`src/rtl/exhaustive_vector_driver_if.sv`:
```
// Stimulus/record bus between the exhaustive vector driver, the unit under test and the capture agent.
// The master modport is the driver side.
interface exhaustive_vector_driver_if #(
    parameter int unsigned N_IN = 4
);
    localparam int unsigned NPAT = 1 << N_IN;

    logic              start;
    logic              busy;
    logic              done;
    logic [N_IN-1:0]   N_out;
    logic              uut_out;
    logic              rec_valid;
    logic              rec_ready;
    logic [N_IN-1:0]   rec_pattern;
    logic              rec_resp;
    logic [NPAT-1:0]   resp_vec;

    modport master (
        input  start, uut_out, rec_ready,
        output busy, done, N_out, rec_valid, rec_pattern, rec_resp, resp_vec
    );

    modport slave (
        output start, uut_out, rec_ready,
        input  busy, done, N_out, rec_valid, rec_pattern, rec_resp, resp_vec
    );
endinterface

```
`src/rtl/exhaustive_vector_driver.sv`:
```
// Sweeps every input pattern of a small UUT, samples its one-bit response after a settle
// delay and streams {pattern, response} records while building the full truth table.
module exhaustive_vector_driver #(
    parameter int unsigned N_IN   = 4,
    parameter int unsigned SETTLE = 1
) (
    input  logic                        CK,
    input  logic                        reset,
    exhaustive_vector_driver_if.master  bus
);
    localparam int unsigned PW   = N_IN + 1;
    localparam int unsigned NPAT = 1 << N_IN;
    localparam logic [PW-1:0] LAST_PAT  = PW'(NPAT - 1);
    localparam logic [3:0]    SETTLE_CNT = 4'(SETTLE);

    typedef enum logic [1:0] {
        IDLE = 2'd0,
        WAIT = 2'd1,
        EMIT = 2'd2,
        DONE = 2'd3
    } state_t;

    state_t          state;
    logic [PW-1:0]   pattern;
    logic [3:0]      cnt;
    logic [N_IN-1:0] n_out_q;
    logic [N_IN-1:0] rec_pattern_q;
    logic            rec_resp_q;
    logic            rec_valid_q;
    logic [NPAT-1:0] resp_vec_q;
    logic            busy_q;
    logic            done_q;

    // UUT pins are numbered MSB-first: pin 0 carries pattern bit N_IN-1.
    function automatic logic [N_IN-1:0] msb_first(input logic [N_IN-1:0] p);
        logic [N_IN-1:0] r;
        for (int i = 0; i < int'(N_IN); i++) begin
            r[i] = p[N_IN-1-i];
        end
        return r;
    endfunction

    always_ff @(posedge CK or negedge reset) begin
        if (!reset) begin
            state         <= IDLE;
            pattern       <= '0;
            cnt           <= '0;
            n_out_q       <= '0;
            rec_pattern_q <= '0;
            rec_resp_q    <= 1'b0;
            rec_valid_q   <= 1'b0;
            resp_vec_q    <= '0;
            busy_q        <= 1'b0;
            done_q        <= 1'b0;
        end else begin
            case (state)
                IDLE: begin
                    done_q <= 1'b0;
                    if (bus.start) begin
                        state      <= WAIT;
                        pattern    <= '0;
                        n_out_q    <= '0;
                        cnt        <= SETTLE_CNT;
                        busy_q     <= 1'b1;
                        resp_vec_q <= '0;
                    end
                end
                WAIT: begin
                    if (cnt != 4'd0) begin
                        cnt <= cnt - 4'd1;
                    end else begin
                        rec_resp_q                       <= bus.uut_out;
                        resp_vec_q[pattern[N_IN-1:0]]    <= bus.uut_out;
                        rec_pattern_q                    <= pattern[N_IN-1:0];
                        rec_valid_q                      <= 1'b1;
                        state                            <= EMIT;
                    end
                end
                EMIT: begin
                    // Record is held until the consumer takes it; the UUT is not re-sampled.
                    if (bus.rec_ready) begin
                        rec_valid_q <= 1'b0;
                        if (pattern == LAST_PAT) begin
                            state  <= DONE;
                            done_q <= 1'b1;
                        end else begin
                            pattern <= pattern + PW'(1);
                            n_out_q <= msb_first(pattern[N_IN-1:0] + N_IN'(1));
                            cnt     <= SETTLE_CNT;
                            state   <= WAIT;
                        end
                    end
                end
                DONE: begin
                    done_q <= 1'b0;
                    busy_q <= 1'b0;
                    state  <= IDLE;
                end
                default: begin
                    state <= IDLE;
                end
            endcase
        end
    end

    assign bus.busy        = busy_q;
    assign bus.done        = done_q;
    assign bus.N_out       = n_out_q;
    assign bus.rec_valid   = rec_valid_q;
    assign bus.rec_pattern = rec_pattern_q;
    assign bus.rec_resp    = rec_resp_q;
    assign bus.resp_vec    = resp_vec_q;
endmodule

```
`src/flat_wrapper.sv`:
```
// flat-port wrapper written by rule: the top's interface ports become plain ports
module exhaustive_vector_driver_flat 
#(
    parameter int unsigned N_IN   = 4,
    parameter int unsigned SETTLE = 1
)
  (CK, reset, bus_start, bus_uut_out, bus_rec_ready, bus_busy, bus_done, bus_N_out, bus_rec_valid, bus_rec_pattern, bus_rec_resp, bus_resp_vec);
  exhaustive_vector_driver_if #(.N_IN(N_IN)) bus_i ();
  input  logic CK;
  input  logic reset;
  input wire logic [$bits(bus_i.start)-1:0] bus_start;
  input wire logic [$bits(bus_i.uut_out)-1:0] bus_uut_out;
  input wire logic [$bits(bus_i.rec_ready)-1:0] bus_rec_ready;
  output wire logic [$bits(bus_i.busy)-1:0] bus_busy;
  output wire logic [$bits(bus_i.done)-1:0] bus_done;
  output wire logic [$bits(bus_i.N_out)-1:0] bus_N_out;
  output wire logic [$bits(bus_i.rec_valid)-1:0] bus_rec_valid;
  output wire logic [$bits(bus_i.rec_pattern)-1:0] bus_rec_pattern;
  output wire logic [$bits(bus_i.rec_resp)-1:0] bus_rec_resp;
  output wire logic [$bits(bus_i.resp_vec)-1:0] bus_resp_vec;
  assign bus_i.start = bus_start;
  assign bus_i.uut_out = bus_uut_out;
  assign bus_i.rec_ready = bus_rec_ready;
  assign bus_busy = bus_i.busy;
  assign bus_done = bus_i.done;
  assign bus_N_out = bus_i.N_out;
  assign bus_rec_valid = bus_i.rec_valid;
  assign bus_rec_pattern = bus_i.rec_pattern;
  assign bus_rec_resp = bus_i.rec_resp;
  assign bus_resp_vec = bus_i.resp_vec;
  exhaustive_vector_driver #(.N_IN(N_IN), .SETTLE(SETTLE)) u_core (.CK(CK), .reset(reset), .bus(bus_i));
endmodule
```
`config.mk`:
```
export PLATFORM = sky130hd
export DESIGN_NAME = exhaustive_vector_driver_flat
export DESIGN_NICKNAME = d
export VERILOG_FILES = /design/src/rtl/exhaustive_vector_driver_if.sv /design/src/rtl/exhaustive_vector_driver.sv /design/src/flat_wrapper.sv
export SDC_FILE = /design/constraint.sdc
export NUM_CORES = 1
export LEC_CHECK = 0
export ABC_AREA = 1
export ABC_CLOCK_PERIOD_IN_PS = 4560
export BUFFER_PORTS_ARGS = -buffer_cell sky130_fd_sc_hd__buf_2
export CORE_MARGIN = 2
export CORE_UTILIZATION = 47
export CTS_BUF_LIST = sky130_fd_sc_hd__clkbuf_4 sky130_fd_sc_hd__clkbuf_8 sky130_fd_sc_hd__clkbuf_16
export DETAILED_ROUTE_END_ITERATION = 7
export PLACE_DENSITY = 0.75
export SYNTH_ARGS = -nofsm -noshare
export SYNTH_HDL_FRONTEND = slang
export SYNTH_SLANG_ARGS = --single-unit
```
`constraint.sdc`:
```
create_clock -name CK -period 4.56 [get_ports CK]
set_clock_uncertainty 0.05 [all_clocks]
set_input_delay 0.228 -clock CK [delete_from_list [all_inputs] [get_ports CK]]
set_output_delay 0.228 -clock CK [all_outputs]
set_load 0.005 [all_outputs]
```
; ---- Yosys cells after proc, flatten, opt, wreduce, memory -nomap -nowiden
; Index checks and enable logic that the tools add are counted.
[totals]
input_bits = 5
ff_bits = 39
out_inout_bits = 28
word_cells = 76
[classes]
bitwise_logic = 1
muxes = 32
add_sub_neg = 3
magnitude_cmp = 2
reduce_logical = 18
eq_ne = 10
[ops]
columns = op, count
row1 = $mux 16, 2
row2 = $pmux 16 s2, 1
row3 = $mux 4, 7
row4 = $bwmux 16, 1
row5 = $mux 5, 3
row6 = $pmux 4 s3, 1
row7 = $reduce_and 3->1, 4
row8 = $pmux 5 s2, 1
row9 = $reduce_bool 2->1, 5
row10 = $mux 2, 4
row11 = $ne 2x2->1 const B, 4
row12 = $pmux 2 s4, 1
row13 = $pmux 4 s2, 1
row14 = $mux 1, 6
row15 = $pmux 1 s2, 3
row16 = $add 5x1->5 const B, 1
row17 = $eq 5x4->1 const B, 1
row18 = $lt 4x5->1 const B, 1
row19 = $reduce_and 5->1, 1
row20 = $add 4x1->4 const B, 1
row21 = $demux 1 s4, 1
row22 = $eq 2x2->1 const B, 2
row23 = $ge 4x1->1 const B, 1
row24 = $ne 2x1->1 const B, 2
row25 = 10 further kinds, 11

; ---- Longest topological paths before layout
[depth]
ltp_word = 7
mapped_depth = 10
ltp_nobuf = 10

; ---- Least setup slack after synthesis
; No wires, ideal clock.
[synth_timing]
path_kind = reg-to-reg
start = reg u_core.bus.N_out[2] (netlist name)
end = reg u_core.n_out_q[0], in the netlist u_core.bus.N_out[0]
path_stages_with_launch = 11
n_path_buf = 0
period_less_slack_ps = 1729
path_slack_ps = 2831
t_required_ps = 4384
t_arrival_ps = 1553
setup_time_ps = 126
cell_sequence = dfrtp_1 > ha_1 > nand3_1 > inv_1 > ha_1 > nand2_1 > nand3_1 > nor2_2 > inv_1 > nand2_1 > o21ai_0
[synth_lines]
columns = element, line_no
row1 = to (signal assigned), exhaustive_vector_driver.sv:88  ; n_out_q <= msb_first(pattern[N_IN-1:0] + N_IN'(1));
row2 = to (decl), exhaustive_vector_driver.sv:26  ; logic [N_IN-1:0] n_out_q;

; ---- Worst setup path in the final report
[layout_timing]
start = reg u_core.state[1]
end = reg u_core.resp_vec_q[1], in the netlist u_core.bus.resp_vec[1]
[layout_between]
elab_chain_len = 3
elab_cells_between_ends = 7
cone_classes = 3 x eq/ne / 1 x mux / 3 x reduce/logical
[layout_rtl]
columns = element, line_no
row1 = from (decl), exhaustive_vector_driver.sv:23  ; state_t state;
row2 = from (signal assigned), exhaustive_vector_driver.sv:45  ; state <= IDLE;
row3 = from (signal assigned), exhaustive_vector_driver.sv:60  ; state <= WAIT;
row4 = from (signal assigned), exhaustive_vector_driver.sv:76  ; state <= EMIT;
row5 = $eq 2x1->1 / $logic_not 2->1 (equally long branches), exhaustive_vector_driver.sv:56  ; case (state)
row6 = $ne 2x2->1 (no line) / $reduce_bool 2->1 (equally long branches), n/a
row7 = $reduce_and 3->1 (no line), n/a
row8 = "to (signal, indexed assignment)", exhaustive_vector_driver.sv:73  ; resp_vec_q[pattern[N_IN-1:0]] <= bus.uut_out;
row9 = to (decl), exhaustive_vector_driver.sv:30  ; logic [NPAT-1:0] resp_vec_q;
; Several ways; a longest one is shown, not always the timed one.
; A chain may end at the register's enable or synchronous reset.

==> results.py <==
metrics = {
    "drt": {
        "drc": 0,
        "via_count": 1788,
        "drt_iter0_markers": 153,
        "dr.pass1.iters": 5,
        "postRouteAntennaNets": 0,
        "viasPerCell": 5.213,
        "wl_per_cell_um": 12.99,
        "wirelength_mm": 4.454,
    },
    "timing": {
        "fmax_mhz": 391.3,
        "worst_slew_pin_slew_ps": 835.3,
        "slew_headroom_pct": 44.31,
        "min_period_over_period_pct": 56.04,
        "hold_violations": 0,
        "slew_viol_final": 0,
        "rsz0062_at_grt": "no",
        "setup_tns_ps": 0,
        "period_minus_slack_ps": 2556,
        "setup_violations": 0,
    },
    "critical_path": {
        "end_kind": "register",
        "ff2ff_path_depth": 6,
        "critPathKind": "reg2reg",
        "arrival_ps": 2750,
        "r2r_start": "u_core.state[1]",
        "path_cells": "inv_1, ha_1, nand3_2, nor3_4, nand3_1, nand2_1",
        "r2r_setup_slack_ps": 2000,
        "cpMaxStageDelayCell": "ha_1",
        "crit_end": "u_core.bus.resp_vec[1]",
        "path_max_fanout": 23,
        "cp-startpoint": "u_core.state[1]",
        "max_stage_delay_ps": 720,
        "required_ps": 4750,
        "reg2reg_to": "u_core.bus.resp_vec[1]",
        "critPathLaunchType": "register",
    },
    "clocking": {
        "clockBufferDepth": 2,
        "cts-root-buf": "clkbuf_8",
        "cts.sinks": 35,
        "clk_pin_slew_ps": 70,
        "post_cts_buffers": 0,
        "cts_tree": "done",
        "insertion_delay_ps": 300,
        "cts_buffers": 5,
        "cts-htree-levels": 2,
    },
    "layout": {
        "regArea_um2": 875.8,
        "nFillCells": 404,
        "final_cells": 343,
        "antenna_cells": 0,
        "area_growth_pct": 10.97,
        "multi_input_area_um2": 933.4,
        "final_nets": 309,
        "drive_above_1_share_pct": 15.36,
    },
    "yosys": {
        "synth_top_cell_by_area": "dfrtp_1",
        "synth_edf_count": 0,
        "synth_nets": 284,
        "syn_area_per_cell_um2": 7.549,
        "ys_seq_elements": 35,
        "synth.yosys.seq_area_share_pct": 43.13,
        "synth_cells": 269,
        "synth_warnings": 0,
        "synthArstFlopShare_pct": 100.0,
        "syn_area_mm2": 0.002031,
        "yosys-top-cells-count": "nand2_1, inv_1, dfrtp_1",
        "yosys-top-cells-area": "dfrtp_1, nand2_1, inv_1",
        "synthFlopType": "dfrtp_1",
        "synthMostInstantiatedCell": "nand2_1",
        "ys_types": 21,
        "netlist.area_leader.share_pct": 43.13,
    },
    "floorplanning": {
        "die_x_um": 69.73,
        "ioPinCount": 33,
        "num_rows": 23,
        "initial_core_util_pct": 49.69,
        "core-area_mm2": 0.004086,
        "die_area_mm2": 0.004862,
        "die_h_um": 69.73,
    },
    "global_routing": {
        "grt_pass1_vias": 1698,
        "grt-ovfl-total": 0,
        "antenna_found_initial": 0,
        "grtUsageTotal_pct": 20.18,
        "grt_pass1_wl_mm": 7.790,
        "grt_max_degree": 36,
    },
    "placement": {
        "place_inst": 336,
        "io_buffers": 32,
        "dp_hpwl_mm": 3.073,
        "gp_congestion": 0.7802,
    },
    "run": {
        "cap_violations": 0,
    },
    "min_path": {
        "hp-class": "in2reg",
        "hold_depth": 5,
    },
    "pwr": {
        "vdd_ir_drop_max_v": 0.0002774,
        "cellLeakagePower_nw": 1.341,
        "pwr_density_cell_mw_per_mm2": 578.3,
    },
    "outcome": {
        "status": "complete, no violations",
    },
}
[state kept, by name, indices dropped and copies added, names as in the netlist]
register                cells
u_core.bus.N_out            3
u_core.bus.busy             1
u_core.bus.done             1
u_core.bus.rec_pattern      4
u_core.bus.rec_resp         1
u_core.bus.rec_valid        1
u_core.bus.resp_vec        16
u_core.cnt                  4
u_core.pattern              2
u_core.state                2
[layout by cell type, fill, tap and decap left out]
cell type      instances
nand2_1               90
inv_1                 36
dfrtp_1               35
buf_2                 32
nand3_1               27
o21ai_0               20
nand4_1               18
ha_1                  10
nor2_1                 5
clkbuf_8               5
nor2_2                 2
nand2_2                2
xor2_1                 2
nand3_2                1
nor3_4                 1
nor2_4                 1
o211ai_1               1
a21oi_1                1
nor3_1                 1
o22ai_1                1
clkbuf_4               1
dlygate4sd3_1          1
[metal layers]
layer,vias up,track usage (%),share of wire [%]
li1,903,-,-
met1,825,27.46,49
met2,55,30.66,43
met3,5,6.541,6.2
met4,0,6.410,0.85
met5,-,0,0
[critical path: cells and delay by family (launching register included)]
family        cells  cell delay (ps)
flops             1              410
buf+inv           1              120
fa+ha+maj         1              720
simple gates      4             1200
[area by class of cell]
cell class | instances | share of cell area [%]
well taps | 50 | 2.776
inverters | 36 | 5.997
multi-input cells | 183 | 41.42
clock buffers | 6 | 3.387
flip-flops and latches | 35 | 38.87
repair buffers | 33 | 7.551
[stage by stage]
| step | hold WS (ps) | setup slack (ps) | instance area (um2) | util [%] | total power [mW] |
|---|---|---|---|---|---|
| after global placement | 298.4 | 2218 | 2167 | 53.03 | 1.061 |
| after detailed placement | 304.9 | 2075 | 2167 | 53.03 | 1.081 |
| final | 212.0 | 2004 | 2253 | 55.14 | 1.303 |
| after floorplan | -117.6 | 2832 | 2031 | - | 0.9373 |
| after CTS | 219.0 | 2055 | 2253 | 55.14 | 1.301 |
| after global routing | 242.2 | 1714 | 2253 | 55.14 | 1.426 |
[worst min-delay path by stage]
stage	startpoint	to	slack [ps]
final	bus_start	u_core.bus.busy	210
after global routing	bus_start	u_core.bus.busy	240
after CTS	bus_start	u_core.bus.busy	220
after detailed placement	reset	u_core.bus.done	300
after global placement	reset	u_core.state[1]	300
after floorplan	reset	u_core.bus.N_out[0]	-120
[report_power, final]
part           leakage [nW]  total, mW  switching, mW  internal (mW)
clock                0.0406      0.216          0.109          0.108
combinational         0.830      0.649          0.431          0.217
sequential            0.470      0.438         0.0591          0.379
[kinds of logic after synthesis]
family / Yosys count / share of synthesized area [%]
fa+ha+maj: 10 / 6.161
xor+xnor: 2 / 0.8628
buf+inv: 51 / 10.91
flops: 35 / 43.13
compound gates: 23 / 5.854
simple gates: 148 / 33.09
[timing repair]
item | in CTS | in global routing
hold endpoints to repair | 26 | 0
resized for setup | 0 | 0
hold buffers | 1 | 0
No activity file was read; power rests on OpenSTA's default activity.
